### config.mk
export PLATFORM = sky130hd
export DESIGN_NAME = rv32_alu_regfile_slice_flat
export DESIGN_NICKNAME = d
export VERILOG_FILES = /design/src/rtl/rv32_alu_regfile_slice_if.sv /design/src/rtl/rv32_alu_regfile_slice.sv /design/src/flat_wrapper.sv
export SDC_FILE = /design/constraint.sdc
export NUM_CORES = 2
export LEC_CHECK = 0
export CORE_ASPECT_RATIO = 1.1
export CORE_MARGIN = 1.5
export CORE_UTILIZATION = 60
export CTS_BUF_LIST = sky130_fd_sc_hd__clkbuf_4
export CTS_CLUSTER_DIAMETER = 50
export DETAILED_ROUTE_END_ITERATION = 10
export GPL_TIMING_DRIVEN = 0
export PLACE_DENSITY_LB_ADDON = 0.1
export SETUP_SLACK_MARGIN = 0.15
export SLEW_MARGIN = 25
export SYNTH_ARGS = -nofsm -noshare
export SYNTH_HDL_FRONTEND = slang
export SYNTH_SLANG_ARGS = --single-unit
### constraint.sdc
create_clock -name clk -period 10 [get_ports clk]
set_input_delay 1.5 -clock clk [delete_from_list [all_inputs] [get_ports clk]]
set_output_delay 1.5 -clock clk [all_outputs]
set_load 0.005 [all_outputs]
### src/rtl/rv32_alu_regfile_slice_if.sv
// rv32_alu_regfile_slice_if: bundles every non-clock/reset signal of the RV32I datapath
// slice.
//   master : core FSM side. Drives addresses, write data, ALU operands/control and
//            the result-register load enable.
//   slave  : datapath slice side. Returns read data, ALU result/flags and result_q.
interface rv32_alu_regfile_slice_if;
  logic        wr_ena;
  logic [4:0]  wr_addr;
  logic [31:0] wr_data;
  logic [4:0]  rd_addr0;
  logic [4:0]  rd_addr1;
  logic [31:0] rd_data0;
  logic [31:0] rd_data1;
  logic [31:0] src_a;
  logic [31:0] src_b;
  logic [3:0]  alu_control;
  logic [31:0] alu_result;
  logic        overflow;
  logic        zero;
  logic        equal;
  logic        res_ena;
  logic [31:0] result_q;

  modport master (
    output wr_ena, wr_addr, wr_data, rd_addr0, rd_addr1,
    output src_a, src_b, alu_control, res_ena,
    input  rd_data0, rd_data1, alu_result, overflow, zero, equal, result_q
  );

  modport slave (
    input  wr_ena, wr_addr, wr_data, rd_addr0, rd_addr1,
    input  src_a, src_b, alu_control, res_ena,
    output rd_data0, rd_data1, alu_result, overflow, zero, equal, result_q
  );
endinterface

### src/rtl/rv32_alu_regfile_slice.sv
// rv32_alu_regfile_slice: RV32I datapath slice for the multicycle core.
//   - 32x32 register file: two combinational read ports and one synchronous write port.
//     x0 is hardwired to zero.
//   - Combinational 32-bit ALU with overflow, zero and equal flags.
//   - Enable-gated result register that holds the ALU result for writeback.
// Ports:
//   clk : clock. All state updates on the rising edge.
//   rst : synchronous, active-high reset. It clears the register file and loads
//         result_q with RESULT_RESET.
//   bus : rv32_alu_regfile_slice_if.slave. It carries the register-file, ALU and
//         result-register signals.
// Optional feature: define REGFILE_WRITE_BYPASS_EN to forward wr_data to a read port
// whose address matches the active write address in the same cycle.
module rv32_alu_regfile_slice #(
  parameter logic [31:0] RESULT_RESET = 32'h0000_0000
) (
  input logic                     clk,
  input logic                     rst,
  rv32_alu_regfile_slice_if.slave bus
);

  logic [31:0] r_regs [32];
  logic [31:0] r_result;

  logic [31:0] w_rd_data0;
  logic [31:0] w_rd_data1;
  logic [31:0] w_sum;
  logic [31:0] w_diff;
  logic [4:0]  w_shamt;
  logic [31:0] w_alu_result;
  logic        w_overflow;

  // Register file and result register
  always_ff @(posedge clk) begin
    if (rst) begin
      for (int i = 0; i < 32; i++) begin
        r_regs[i] <= '0;
      end
      r_result <= RESULT_RESET;
    end else begin
      if (bus.wr_ena && (bus.wr_addr != 5'd0)) begin
        r_regs[bus.wr_addr] <= bus.wr_data;
      end
      if (bus.res_ena) begin
        r_result <= w_alu_result;
      end
    end
  end

  // Read ports. The x0 override is applied last so that forwarding can never leak into x0.
  always_comb begin
    w_rd_data0 = r_regs[bus.rd_addr0];
`ifdef REGFILE_WRITE_BYPASS_EN
    if (bus.wr_ena && (bus.wr_addr == bus.rd_addr0)) begin
      w_rd_data0 = bus.wr_data;
    end
`endif
    if (bus.rd_addr0 == 5'd0) begin
      w_rd_data0 = '0;
    end
  end

  always_comb begin
    w_rd_data1 = r_regs[bus.rd_addr1];
`ifdef REGFILE_WRITE_BYPASS_EN
    if (bus.wr_ena && (bus.wr_addr == bus.rd_addr1)) begin
      w_rd_data1 = bus.wr_data;
    end
`endif
    if (bus.rd_addr1 == 5'd0) begin
      w_rd_data1 = '0;
    end
  end

  // ALU
  assign w_sum   = bus.src_a + bus.src_b;
  assign w_diff  = bus.src_a - bus.src_b;
  assign w_shamt = bus.src_b[4:0];

  always_comb begin
    w_alu_result = '0;
    w_overflow   = 1'b0;
    case (bus.alu_control)
      4'b0001: w_alu_result = bus.src_a & bus.src_b;
      4'b0010: w_alu_result = bus.src_a | bus.src_b;
      4'b0011: w_alu_result = bus.src_a ^ bus.src_b;
      4'b0101: w_alu_result = bus.src_a << w_shamt;
      4'b0110: w_alu_result = bus.src_a >> w_shamt;
      4'b0111: w_alu_result = $signed(bus.src_a) >>> w_shamt;
      4'b1000: begin
        w_alu_result = w_sum;
        // Same-sign operands with a result whose sign flipped
        w_overflow   = (bus.src_a[31] == bus.src_b[31]) && (w_sum[31] != bus.src_a[31]);
      end
      4'b1100: begin
        w_alu_result = w_diff;
        // Opposite-sign operands with a result whose sign differs from a
        w_overflow   = (bus.src_a[31] != bus.src_b[31]) && (w_diff[31] != bus.src_a[31]);
      end
      4'b1101: w_alu_result = {31'b0, $signed(bus.src_a) < $signed(bus.src_b)};
      4'b1111: w_alu_result = {31'b0, bus.src_a < bus.src_b};
      default: w_alu_result = '0;
    endcase
  end

  assign bus.rd_data0   = w_rd_data0;
  assign bus.rd_data1   = w_rd_data1;
  assign bus.alu_result = w_alu_result;
  assign bus.overflow   = w_overflow;
  assign bus.zero       = (w_alu_result == 32'd0);
  assign bus.equal      = (bus.src_a == bus.src_b);
  assign bus.result_q   = r_result;

endmodule

### src/flat_wrapper.sv
// flat-port wrapper written by rule: the top's interface ports become plain ports
module rv32_alu_regfile_slice_flat 
#(
  parameter logic [31:0] RESULT_RESET = 32'h0000_0000
)
  (clk, rst, bus_wr_ena, bus_wr_addr, bus_wr_data, bus_rd_addr0, bus_rd_addr1, bus_src_a, bus_src_b, bus_alu_control, bus_res_ena, bus_rd_data0, bus_rd_data1, bus_alu_result, bus_overflow, bus_zero, bus_equal, bus_result_q);
  rv32_alu_regfile_slice_if bus_i ();
  input logic clk;
  input logic rst;
  input wire logic [$bits(bus_i.wr_ena)-1:0] bus_wr_ena;
  input wire logic [$bits(bus_i.wr_addr)-1:0] bus_wr_addr;
  input wire logic [$bits(bus_i.wr_data)-1:0] bus_wr_data;
  input wire logic [$bits(bus_i.rd_addr0)-1:0] bus_rd_addr0;
  input wire logic [$bits(bus_i.rd_addr1)-1:0] bus_rd_addr1;
  input wire logic [$bits(bus_i.src_a)-1:0] bus_src_a;
  input wire logic [$bits(bus_i.src_b)-1:0] bus_src_b;
  input wire logic [$bits(bus_i.alu_control)-1:0] bus_alu_control;
  input wire logic [$bits(bus_i.res_ena)-1:0] bus_res_ena;
  output wire logic [$bits(bus_i.rd_data0)-1:0] bus_rd_data0;
  output wire logic [$bits(bus_i.rd_data1)-1:0] bus_rd_data1;
  output wire logic [$bits(bus_i.alu_result)-1:0] bus_alu_result;
  output wire logic [$bits(bus_i.overflow)-1:0] bus_overflow;
  output wire logic [$bits(bus_i.zero)-1:0] bus_zero;
  output wire logic [$bits(bus_i.equal)-1:0] bus_equal;
  output wire logic [$bits(bus_i.result_q)-1:0] bus_result_q;
  assign bus_i.wr_ena = bus_wr_ena;
  assign bus_i.wr_addr = bus_wr_addr;
  assign bus_i.wr_data = bus_wr_data;
  assign bus_i.rd_addr0 = bus_rd_addr0;
  assign bus_i.rd_addr1 = bus_rd_addr1;
  assign bus_i.src_a = bus_src_a;
  assign bus_i.src_b = bus_src_b;
  assign bus_i.alu_control = bus_alu_control;
  assign bus_i.res_ena = bus_res_ena;
  assign bus_rd_data0 = bus_i.rd_data0;
  assign bus_rd_data1 = bus_i.rd_data1;
  assign bus_alu_result = bus_i.alu_result;
  assign bus_overflow = bus_i.overflow;
  assign bus_zero = bus_i.zero;
  assign bus_equal = bus_i.equal;
  assign bus_result_q = bus_i.result_q;
  rv32_alu_regfile_slice #(.RESULT_RESET(RESULT_RESET)) u_core (.clk(clk), .rst(rst), .bus(bus_i));
endmodule
Yosys cells after proc, flatten, opt, wreduce, memory -nomap -nowiden

Memory sizes are Yosys's and may differ from the RTL's.
Cells that the tools add are included.

Register bits after elaboration: 32
RAM bits: 1024
Input bits: 119
Output and inout bits: 131
Word-level logic and storage cells: 47
Memories kept: 1

Memories:

| name          | words | width | rd ports | clocked after Yosys merged registers in | wr ports | RTL line                     | source |
|---|---|---|---|---|---|---|---|
| u_core.r_regs | 32    | 32    | 2        | 0                                       | 32       | rv32_alu_regfile_slice.sv:22 | `logic [31:0] r_regs [32];` |

Add/subtract/negate cells: 2
Order comparisons: 2
Equality and inequality tests: 15
Shifts and indexed selects: 3
Mux-type cells: 12
Bitwise logic cells: 3
Reduce and logical (&&, ||, !) cells: 8

Operators with widths:

| operator           | number |
|---|---|
| $pmux 32 s10       | 1 |
| $mux 32            | 3 |
| $lt 32x32->1       | 2 |
| $add 32x32->32     | 1 |
| $and 32x32->32     | 1 |
| $eq 32x32->1       | 1 |
| $logic_not 32->1   | 1 |
| $or 32x32->32      | 1 |
| $reduce_or 32->1   | 1 |
| $shl 32x5->32      | 1 |
| $shr 32x5->32      | 1 |
| $sshr 32x5->32     | 1 |
| $sub 32x32->32     | 1 |
| $xor 32x32->32     | 1 |
| $eq 4x4->1 const B | 4 |
| $eq 4x3->1 const B | 3 |
| $logic_not 5->1    | 2 |
| $eq 4x2->1 const B | 2 |
| $mux 1             | 6 |
| $mux 5             | 1 |
| $reduce_bool 5->1  | 1 |
| $eq 4x1->1 const B | 1 |
| $logic_and 1x1->1  | 3 |
| $ne 1x1->1         | 3 |
| other kinds (2)    | 2 |

Longest topological paths before layout

Depth after elaboration: 7
Depth in mapped cells: 17
Mapped depth without buffers: 15

Worst setup path before layout

Ideal clock, no wire load.

Path type: input to output
Start: input bus_src_b[3]
End: output bus_zero
Arrival: 5.066 ns
Required time: 8.500 ns
Path slack: 3.434 ns
Stages on the path: 17
Buffers on the path: 4
Cell sequence: buf_2 > inv_1 > clkbuf_1 > buf_1 > ha_1 > clkbuf_1 > o211a_1 > o31a_1 > o21ai_0 > a21oi_1 > a311oi_1 > nand4_1 > a2111oi_2 > nand4_1 > nor3_2 > nand4_1 > nor4_2

Word-level cells in the longest chain between the ends: 3
Elaborated cells on any way between the ends: 12
Classes of those cells: add/sub: 2; order compare: 2; shift: 3; mux: 1; bitwise: 3; reduce/logical: 1

RTL lines:

| what                                         | RTL line                      | source |
|---|---|---|
| start: declaration                           | flat_wrapper.sv:16            | `input wire logic [$bits(bus_i.src_b)-1:0] bus_src_b;` |
| $sub 32x32->32, or another cell as far along | rv32_alu_regfile_slice.sv:77  | `assign w_diff = bus.src_a - bus.src_b;` |
| $pmux 32 s10 (*)                             | rv32_alu_regfile_slice.sv:83  | `case (bus.alu_control)` |
| via bus_alu_result[18]                       | flat_wrapper.sv:21            | `output wire logic [$bits(bus_i.alu_result)-1:0] bus_alu_result;` |
| $logic_not 32->1 (*)                         | rv32_alu_regfile_slice.sv:110 | `assign bus.zero = (w_alu_result == 32'd0);` |
| end: declaration                             | flat_wrapper.sv:23            | `output wire logic [$bits(bus_i.zero)-1:0] bus_zero;` |

Mark *: on every way through the listed nets, which the timed path passes. The rest lies on a longest branch.

Final worst setup path

Start: input bus_src_b[3]
End: output bus_zero

Word-level cells in the longest chain between the ends: 3
Elaborated cells on any way between the ends: 12
Classes of those cells: add/sub: 2; order compare: 2; shift: 3; mux: 1; bitwise: 3; reduce/logical: 1

RTL lines:

| what                                         | RTL line |
|---|---|
| $sub 32x32->32, or another cell as far along | rv32_alu_regfile_slice.sv:77 |
| $pmux 32 s10 (*)                             | rv32_alu_regfile_slice.sv:83 |
| $logic_not 32->1 (*)                         | rv32_alu_regfile_slice.sv:110 |

Mark *: on every way between the ends. The rest lies on a longest branch, timed or not.

==> out/metrics.yaml <==
pwr:
  p_seq_share_pct: 46.1
  p_per_area_mw_per_mm2: 150.7
  combPwrFrac_pct: 20.4
  report.power.total_mw: 11.33
  pwr-share-clk_pct: 33.5
  ir_worst_vdd_v: 0.0001276
  swShare_pct: 29.06
  power.internal_mw: 8.035
  switching_power_mw: 3.291
  leakage_nw: 26.82
sta:
  rsz0062_at_grt: "no"
  setup_viol: 0
  final.setup.worst_slack_ns: 0.2910
  fin_crit_sh_pct: 97.09
  period_minus_slack_ns: 9.709
  maxSlewViolCount: 0
  hold_viol_final: 0
  finClkSkew_ns: 0
  tns_ns: 0
  worst_slew_pin_slew_ns: 1.317
  maxClockFrequency_mhz: 103.0
  max-slew-margin-rel_pct: 12.21
critical_path:
  endpoint_kind: "output port"
  reg2regPathDepth: 2
  reg2reg_from: "u_core.bus.result_q[29]"
  cp.arrival_ns: 8.21
  cp-start-kind: "primary input"
  reg2reg_to: "u_core.bus.result_q[29]"
  crit_type: "primary input to output port"
  cp_max_fo: 11
  crit_required_ns: 8.50
  reg2reg_slack_ns: 9.19
detailed_routing:
  viasPerCell: 7.203
  wirelength_mm: 257.4
  routedWlPerCell_um: 36.34
  dr_total_vias: 51018
  drt_iter0_markers: 7812
  dr.pass1.iters: 9
  drtAntennaViolNets: 0
  drc: 0
synth:
  yosysWarnings: 0
  yosysUniqueCellTypes: 97
  ys.flop_type: "edfxtp_1"
  postSynthCellCount: 4865
  synth_area_mm2: 0.06559
  synth_edf_count: 1024
  synthArstFlopShare_pct: 0
  yosysSeqAreaShare_pct: 47.86
  synth-seq-cells: 1056
  synth_area_per_cell_um2: 13.48
clocking:
  clk_latency_ns: 1.18
  h-tree-depth: 5
  clkTransAtPathRegs_ns: 0.06
  cts_buffers: 290
  cts-root-buf: "clkbuf_4"
  hold_buffers: 0
  cts_tree: "yes"
  clock_path_buffers: 4
  cts.sinks: 1056
hold_path:
  min_to: "u_core.bus.result_q[1]"
  hp-class: "flop to flop"
  min_path_cells: 2
  holdCritStartpoint: "u_core.bus.result_q[1]"
cells_and_area:
  drive_gt1_share_pct: 24.76
  layout_commonest_cell: "edfxtp_1"
  syn_to_final_growth_pct: 14.56
  final_cell_mix: "edfxtp_1 (1024), and2_1 (996), mux4_2 (686)"
  fillers: 7643
  final_nets: 5715
  post-route-util_pct: 69.13
floorplanning:
  core_mm2: 0.1087
  die_x_um: 318.2
  ios: 250
  fp.dieH_um: 349.8
  initial_core_util_pct: 60.35
  die_area_mm2: 0.1113
  rows: 127
job:
  maxCapViolations: 0
outcome:
  status: "finished, final reports clean"
place:
  pre_cts_slack_ns: 0.06898
  place_congestion: 1.054
  io_buffers: 241
  dpl.hpwl_mm: 195.6
global_routing:
  antenna_found_initial: 15
  grt_usage_pct: 45.99
  grt_pass1_vias: 50924
  grt_pass1_wl_mm: 356.3
  grt-ovfl-total: 0
  grt_max_degree: 33
kinds of logic (layout without fill, tap and decap cells):
family / Yosys count / in the layout / synth area share [%]
compound gates: 557 / 557 / 5.667
xor+xnor: 25 / 25 / 0.3338
fa+ha+maj: 105 / 105 / 2.026
buf+inv: 620 / 1375 / 3.735
flops: 1056 / 1056 / 47.86
mux: 863 / 863 / 26.33
other cells: 1 / 45 / 0.005717
simple gates: 1638 / 1638 / 14.04
cell usage after synthesis (32+ instances only):
| master | number | area share [%] |
|---|---|---|
| dfxtp_1 | 32 | 0.98 |
| nand2_1 | 134 | 0.77 |
| a211oi_1 | 36 | 0.41 |
| o21ai_0 | 124 | 0.95 |
| mux2i_1 | 152 | 2.3 |
| edfxtp_1 | 1024 | 47 |
| nor2_1 | 285 | 1.6 |
| inv_1 | 112 | 0.64 |
| nand3_1 | 36 | 0.27 |
| a21oi_1 | 117 | 0.89 |
| mux4_2 | 686 | 24 |
| clkbuf_1 | 388 | 2.2 |
| nor3_1 | 50 | 0.38 |
| buf_1 | 71 | 0.41 |
| and2_1 | 996 | 9.5 |
| ha_1 | 103 | 2.0 |
| buf_2 | 35 | 0.27 |
power by group through the flow:
stage | Clock (mW) | Sequential (mW) | Combinational, mW
6_report | 3.80 | 5.22 | 2.31
5_1_grt | 3.98 | 5.24 | 2.35
4_1_cts | 3.77 | 5.21 | 2.22
3_5_place_dp | 0 | 5.31 | 2.21
3_3_place_gp | 0 | 5.31 | 2.11
2_1_floorplan | 0 | 5.27 | 1.24
sequential cells by signal (all words and copies together) (netlist names):
name,flops
u_core.bus.result_q,32
u_core.r_regs,1024
worst max-delay path by stage:
| stage | from | end | slack, ns | depth (start not counted) |
|---|---|---|---|---|
| after floorplan | bus_src_b[3] | bus_zero | 3.43 | 17 |
| after global placement | bus_src_b[3] | bus_zero | 0.02 | 19 |
| after detailed placement | bus_src_b[3] | bus_zero | 0.07 | 19 |
| after CTS | bus_src_b[2] | bus_zero | 0.27 | 18 |
| after global routing | bus_src_b[3] | bus_zero | 0.23 | 19 |
| final | bus_src_b[3] | bus_zero | 0.29 | 19 |
metrics by stage:
step,cells,cell area [um2],hold slack [ns]
CTS,7070,75070,0.4757
finish,7083,75140,0.4778
floorplan,4896,65710,0.4618
global route,7075,75120,0.5011
detailed placement,6618,71720,0.4664
global placement,6556,69900,0.4710
layout make-up:
| cell class | instances | area [um2] | share of cell area (%) |
|---|---|---|---|
| multi-input combinational | 3220 | 32250 | 42.92 |
| sequential | 1056 | 31390 | 41.77 |
| buffer | 505 | 2122 | 2.824 |
| inverter | 115 | 431.7 | 0.5745 |
| tap | 1419 | 1775 | 2.363 |
| antenna | 13 | 32.53 | 0.04329 |
| clock buffer | 416 | 3123 | 4.156 |
| timing repair buffer | 303 | 3796 | 5.052 |
| clock inverter | 36 | 219.0 | 0.2914 |
critical path: stages:
cell	delay, ns
clkdlybuf4s50_1	0.45
buf_2	0.29
inv_1	0.25
clkbuf_1	0.63
buf_2	0.49
ha_1	0.30
clkbuf_1	0.22
nand2b_1	0.13
o311a_1	0.24
o31a_1	0.32
a21oi_1	0.14
a211oi_1	0.72
o21ai_0	0.23
a21oi_1	0.60
nand4_1	0.34
nor3_2	0.34
nand4_1	0.16
nor4_2	0.26
clkdlybuf4s50_1	0.57
repair_timing:
item | in CTS | in global routing
setup buffers | 0 | 0
resized for setup | 1 | 3
pin swaps | 0 | 0
hold endpoints to repair | 0 | 0
setup endpoints to repair | 1 | 1
layer usage:
layer	vias to the layer above	part of all wire (%)	track usage, %
met5	-	0.19	2.692
met4	20	8.0	31.56
met3	1215	14	17.05
met2	4398	46	72.24
met1	25361	32	52.53
li1	20024	-	-
No activity file was read; power rests on OpenSTA's default activity.
